## src/rtl/fetch_queue.sv

```systemverilog
// Instruction prefetch stage: owns the PC, drives a 1-cycle-latency ROM and
// buffers returned words with their addresses in a small FIFO for decode.
module fetch_queue #(
  parameter int DATA_WIDTH = 8,
  parameter int ADDR_WIDTH = 4,
  parameter int DEPTH      = 4
) (
  input  logic                    clk,
  input  logic                    rst,
  input  logic                    jump_flag,
  input  logic [ADDR_WIDTH-1:0]   jump_addr,
  input  logic                    stall,
  output logic [ADDR_WIDTH-1:0]   imem_addr,
  output logic                    imem_rd_en,
  input  logic [DATA_WIDTH-1:0]   imem_data,
  output logic [DATA_WIDTH-1:0]   inst,
  output logic [ADDR_WIDTH-1:0]   inst_addr,
  output logic                    inst_valid,
  output logic [$clog2(DEPTH):0]  q_count
);

  localparam int PTR_W = $clog2(DEPTH);
  localparam int CNT_W = PTR_W + 1;

  logic [ADDR_WIDTH-1:0] r_pc;
  logic [ADDR_WIDTH-1:0] r_cap_addr;
  logic                  r_inflight;
  logic [DATA_WIDTH-1:0] r_qdata [DEPTH];
  logic [ADDR_WIDTH-1:0] r_qaddr [DEPTH];
  logic [PTR_W-1:0]      r_wptr;
  logic [PTR_W-1:0]      r_rptr;
  logic [CNT_W-1:0]      r_count;

  logic w_valid;
  logic w_credit_ok;
  logic w_issue;
  logic w_push;
  logic w_pop;

  always_comb begin
    w_valid     = (r_count != '0);
    // An in-flight read already owns a slot, so it counts against capacity.
    w_credit_ok = ({1'b0, r_count} + (CNT_W+1)'(r_inflight)) < (CNT_W+1)'(DEPTH);
    // rst gates the strobe so the ROM sees no read while reset is asserted.
    w_issue     = rst && !jump_flag && w_credit_ok;
    w_push      = r_inflight && !jump_flag;
    w_pop       = w_valid && !stall && !jump_flag;
  end

  always_ff @(posedge clk or negedge rst) begin
    if (!rst) begin
      r_pc       <= '0;
      r_cap_addr <= '0;
      r_inflight <= 1'b0;
    end else if (jump_flag) begin
      r_pc       <= jump_addr;
      r_inflight <= 1'b0;
    end else if (w_issue) begin
      r_pc       <= r_pc + ADDR_WIDTH'(1);
      r_cap_addr <= r_pc;
      r_inflight <= 1'b1;
    end else begin
      r_inflight <= 1'b0;
    end
  end

  always_ff @(posedge clk or negedge rst) begin
    if (!rst) begin
      r_wptr  <= '0;
      r_rptr  <= '0;
      r_count <= '0;
    end else if (jump_flag) begin
      r_wptr  <= '0;
      r_rptr  <= '0;
      r_count <= '0;
    end else begin
      if (w_push) r_wptr <= r_wptr + PTR_W'(1);
      if (w_pop)  r_rptr <= r_rptr + PTR_W'(1);
      if (w_push && !w_pop)      r_count <= r_count + CNT_W'(1);
      else if (w_pop && !w_push) r_count <= r_count - CNT_W'(1);
    end
  end

  // Storage needs no reset: entries are only visible while counted as valid.
  always_ff @(posedge clk) begin
    if (w_push) begin
      r_qdata[r_wptr] <= imem_data;
      r_qaddr[r_wptr] <= r_cap_addr;
    end
  end

  assign imem_addr  = r_pc;
  assign imem_rd_en = w_issue;
  assign inst_valid = w_valid;
  assign inst       = w_valid ? r_qdata[r_rptr] : '0;
  assign inst_addr  = w_valid ? r_qaddr[r_rptr] : '0;
  assign q_count    = r_count;

endmodule

```

## config.mk

```make
export PLATFORM = sky130hd
export DESIGN_NAME = fetch_queue
export DESIGN_NICKNAME = d
export VERILOG_FILES = /design/src/rtl/fetch_queue.sv
export SDC_FILE = /design/constraint.sdc
export NUM_CORES = 1
export LEC_CHECK = 0
export CORE_MARGIN = 2
export CORE_UTILIZATION = 45
export CTS_BUF_LIST = sky130_fd_sc_hd__clkbuf_4
export CTS_CLUSTER_DIAMETER = 30
export DETAILED_ROUTE_END_ITERATION = 10
export HOLD_SLACK_MARGIN = 0.12
export PLACE_DENSITY_LB_ADDON = 0.15
export SETUP_SLACK_MARGIN = 0.2
export SKIP_CTS_REPAIR_TIMING = 1
export SYNTH_ARGS = -nofsm -noshare
export SYNTH_HDL_FRONTEND = slang
export SYNTH_SLANG_ARGS = --single-unit
```

## constraint.sdc

```tcl
create_clock -name clk -period 2.2 [get_ports clk]
set_input_delay 0.22 -clock clk [delete_from_list [all_inputs] [get_ports clk]]
set_output_delay 0.22 -clock clk [all_outputs]
set_load 0.02 [all_outputs]
```

==> After elaboration in Yosys (flattened, before gate mapping) <==
Memory sizes are Yosys's and may differ from the RTL's.
Index checks and enable logic that the tools add are counted.
W data, S select, Z words.
{ "word_totals": {"regBits": 16, "latchBits": 0, "ramBits": 48, "romBits": 0, "input_bits": 16, "out_inout_bits": 21, "word_cells": 48, "memories": 2} }
{ "classes": {"addsub": 6, "mul": 0, "div": 0, "magnitude_cmp": 1, "n_eq_ne": 0, "shift": 0, "n_mux": 15, "n_bitwise": 1, "n_reduce_logical": 17} }
{ "memory_table": {"columns": ["memory", "depth", "word_bits", "rd", "rd_clocked_by_memory_dff", "wr", "line", "text"], "rows": [
  ["r_qdata", 4, 8, 1, 0, 1, "28", "logic [DATA_WIDTH-1:0] r_qdata [DEPTH];"],
  ["r_qaddr", 4, 4, 1, 0, 1, "29", "logic [ADDR_WIDTH-1:0] r_qaddr [DEPTH];"]
]} }
{ "op_table": {"columns": ["cell", "n"], "rows": [
  ["$mux W4", 3],
  ["$mux W3", 3],
  ["$mux W2", 4],
  ["$mux W8", 1],
  ["$logic_and A1 B1 Y1", 7],
  ["$reduce_bool A2 Y1", 3],
  ["$reduce_bool A3 Y1", 2],
  ["$add A2 B1 Y2 const B", 2],
  ["$add A3 B1 Y4", 1],
  ["$add A4 B1 Y4 const B", 1],
  ["$logic_not A1 Y1", 4],
  ["$lt A4 B3 Y1 const B", 1],
  ["$mux W1", 4],
  ["$add A3 B1 Y3 const B", 1],
  ["$sub A3 B1 Y3 const B", 1],
  ["$reduce_and A2 Y1", 1],
  ["$not A1 Y1", 1]
]} }

==> Logic depth before layout (Yosys ltp) <==
{ "depth": {"word_depth": 7, "depth_mapped": 8, "ltp_nobuf": 8} }

==> Worst setup path before layout <==
No wires, ideal clock.
{ "synth_timing": {"path_type": "reg2reg", "startpoint": "reg r_count[0] (netlist: q_count[0])", "endpoint": "reg r_count[2] (netlist: q_count[2])", "setup_time_ns": 0.135, "t_arrival_ns": 1.789, "required_time_ns": 2.065, "slack_ns": 0.276, "stages_incl_launch_ff": 9, "path_buffers": 0, "synth_period_minus_slack_ns": 1.924, "cell_sequence": "dfrtp_1 > nor3_2 > nor2_1 > nor2b_1 > fa_1 > inv_1 > nor4_1 > o21ai_0 > nor3b_1"} }
{ "synth_via": {"elab_chain_cells": 7, "word_cells_on_any_way": 12} }
{ "synth_rtl": {"columns": ["item", "line", "text"], "rows": [
  ["from (decl)", "32", "logic [CNT_W-1:0] r_count;"],
  ["from (signal assigned)", "79", "if (w_push && !w_pop) r_count <= r_count + CNT_W'(1);"],
  ["from (signal assigned)", "80", "else if (w_pop && !w_push) r_count <= r_count - CNT_W'(1);"],
  ["parallel branches: the longest is 7 deep, another holds $sub A3 B1 Y3", null, null]
]} }
Several ways; the timed one is not identified. The select of a mux whose other input is x is not followed.
A chain may end at the register's enable or synchronous reset.

==> Worst setup path in the final report <==
{ "layout_timing": {"startpoint": "reg r_rptr[0]", "endpoint": "out inst_addr[3]"} }
{ "layout_via": {"elab_chain_cells": 2} }
{ "layout_rtl": {"columns": ["item", "line", "text"], "rows": [
  ["from (decl)", "31", "logic [PTR_W-1:0] r_rptr;"],
  ["from (signal assigned)", "78", "if (w_pop) r_rptr <= r_rptr + PTR_W'(1);"],
  ["$mem_v2 Z4 W4", null, null],
  ["$mux W4", "96", "assign inst_addr = w_valid ? r_qaddr[r_rptr] : '0;"],
  ["to (decl)", "17", "output logic [ADDR_WIDTH-1:0] inst_addr,"]
]} }
No other way between the ends.

==> out/qor.csv <==
metric,value,unit
status,"finished, final reports clean",
fin_skew,10.9,ps
die_area,6690,um^2
max_freq,0.499,GHz
vdd_drop_max,0.585,mV
placed_cells,285,
drt-wirelength-per-cell,16.4,um
rsz0062_at_grt,yes,
root_buffer,clkbuf_4,
timing.setup.tns,0,ps
drt_first_pass_iters,4,
yosys.area_share.simple,0.106,
synth_adder_area_share,0.0303,
wirelength,5.03,mm
drcViolationCount,0,
yosys.area.top_type,edfxtp_1,
slew_headroom,0.812,
cp_cell_sequence,"buf_12, mux4_2, and2_1, dlymetal6s2s_1",
grt_max_degree,17,
synthCells,168,
synth_top_area_share,0.530,
clock-sinks,64,
synth_cell_types,32,
grt_usage,0.160,
synth_area_leaders,"edfxtp_1 (53%), dfrtp_1 (15%), mux4_2 (9.9%)",
clk_latency,370,ps
drtIter0Drc,71,
startpoint,r_rptr[0],
initial_utilization,0.462,
worst_ep_required_time,1980,ps
crit_arrival,1790,ps
rows,28,
setup_viol,0,
final_max_slew_viol_count,0,
leakage,1.33,nW
end_kind,output pin,
cts-buffers-inserted,9,
fp.coreArea,5890,um^2
crit_slowest_cell,mux4_2,
synth-compound-area-share,0.0230,
fillers,499,
startpoint_type,flop,
reg2reg_from,q_count[1],
critPathKind,reg2out,
final_layout_size_suffix_gt1_frac,0.293,
layout.nets,249,
synth_area,2720,um^2
place.port_buffers,36,
gp_congestion,0.787,
crit_fanout,6,
finalInstanceArea,3410,um^2
clockBufferDepth,2,
grt_first_pass_wirelength,7.61,mm
insertedDiodeCount,0,
fin_crit_sh,0.912,
ys_seq_elements,64,
io_pins,37,
placed_area,3250,um^2
grt_pass1_vias,1551,
drv_cap,0,
critical_path.max_stage_delay,480,ps
synth_warnings,0,
synth_top_family_by_area,multiplexers,
viasPerCell,5.08,
synth_fp_nets,190,
die_h,81.8,um
htree_levels,3,
cts_tree,done,
area_delta_synth_final,25.3,%
globalRouteOverflowTotal,0,
syn_area_per_cell,16.2,um^2
hp-class,in2async,
clk_pin_slew,100,ps
ant_nets,0,
antenna_found_initial,0,
pwr_density_cell,1040,nW/um^2
min_period,2010,ps
synthXorXnorAreaFrac,0.0193,
dr_total_vias,1561,
ys_seq_area_frac,0.677,
hpwl,3.19,mm
hold_violations,0,
worst_pin_slew,280,ps
layout.cells.non_filler,307,
dieWidth,81.8,um
synth_mux_area_frac,0.116,
-- flip-flops by register name, summed over array words and instances, names as in the netlist --
| name | cells |
|---|---|
| imem_addr | 4 |
| q_count | 3 |
| r_cap_addr | 4 |
| r_inflight | 1 |
| r_qaddr | 16 |
| r_qdata | 32 |
| r_rptr | 2 |
| r_wptr | 2 |
-- worst max-delay path: cells and delay by family (launching register included) --
family,cells,cell delay (ps)
flip-flops,1,430
multiplexers,1,480
AND/OR/NAND/NOR,1,160
buffers and inverters,2,350
-- cells in the final DEF, fill, tap and decap left out, types with 2 or more instances in the layout --
cell type        count
mux2i_1              2
nand2_1             14
clkbuf_4            11
inv_1                7
o21ai_1              2
clkinv_2             2
ha_1                 5
nor2_2               2
nor3_1               2
and2_1              16
a221o_1              3
edfxtp_1            48
dfrtp_1             13
mux4_2              12
xnor2_1              6
dlymetal6s2s_1       3
buf_2                7
clkdlybuf4s50_1     22
buf_4               19
nor3b_1              3
nor2_1               7
dfrtp_2              3
clkinv_1             2
nor2b_1              2
-- through the flow --
stage                     worst slack [ps]  power, mW  hold slack (ps)   util
final                                  194       3.55              289  0.579
after global routing                   115       3.74              283  0.579
after CTS                             -263       3.52              266  0.570
after detailed placement               146       2.89              510  0.552
after global placement                 191       2.85              505  0.552
after floorplan                        276       2.34            -75.6      -
-- worst paths after layout --
check	endpoint	slack [ps]	cells after the start
max reg2reg	q_count[2]	320	8
min reg2reg	r_qaddr[1][0]	530	0
min	q_count[0]	290	2
max in group asynchronous	r_inflight	1710	2
max	inst_addr[3]	190	4
min in group clk	imem_addr[0]	390	3
-- layer usage --
layer,part of all wire,routed length [um],vias to the layer above,global-route usage
met3,0.044,223,4,0.0374
met2,0.51,2590,37,0.282
met4,0.0080,40,0,0.0700
met5,0,0,-,0
met1,0.43,2180,780,0.186
li1,-,-,740,-
-- logic make-up (layout without fill, tap and decap cells) --
kind of cell | after synthesis | count (layout)
and+or+nand+nor | 52 | 52
buffers and inverters | 16 | 80
AOI/OAI and AO/OA | 8 | 8
adders and majority gates | 6 | 6
muxes | 16 | 16
xor gates and xnor gates | 6 | 6
DFF | 64 | 64
-- synthesized netlist by cell type --
library cell,instances
a221o_1,3
and2_1,16
and3_1,1
buf_2,3
buf_4,2
clkbuf_1,2
dfrtp_1,16
edfxtp_1,48
fa_1,1
ha_1,5
inv_1,8
inv_6,1
mux2_1,1
mux2_4,1
mux2i_1,2
mux4_2,12
nand2_1,14
nand3_1,1
nand3_2,1
nand3_4,1
nor2_1,8
nor2_2,1
nor2b_1,2
nor3_1,2
nor3_2,1
nor3b_1,3
nor4_1,1
o211a_1,1
o21ai_0,1
o21ai_1,2
o21bai_1,1
xnor2_1,6
-- power breakdown --
group / leakage (nW) / internal, mW / switching, mW
clock network: 0.0617 / 0.247 / 0.376
registers: 0.636 / 1.45 / 0.121
logic: 0.630 / 0.689 / 0.669
-- final cells by class --
class	count	area (um^2)	share of cell area
clock buffer	11	82.6	0.0242
timing repair buffer	55	497	0.146
clock inverter	5	25.0	0.00734
tap	75	93.8	0.0275
multi-input combinational	88	827	0.243
sequential	64	1850	0.541
inverter	9	38.8	0.0114
Power figures use the tool's default switching activity.
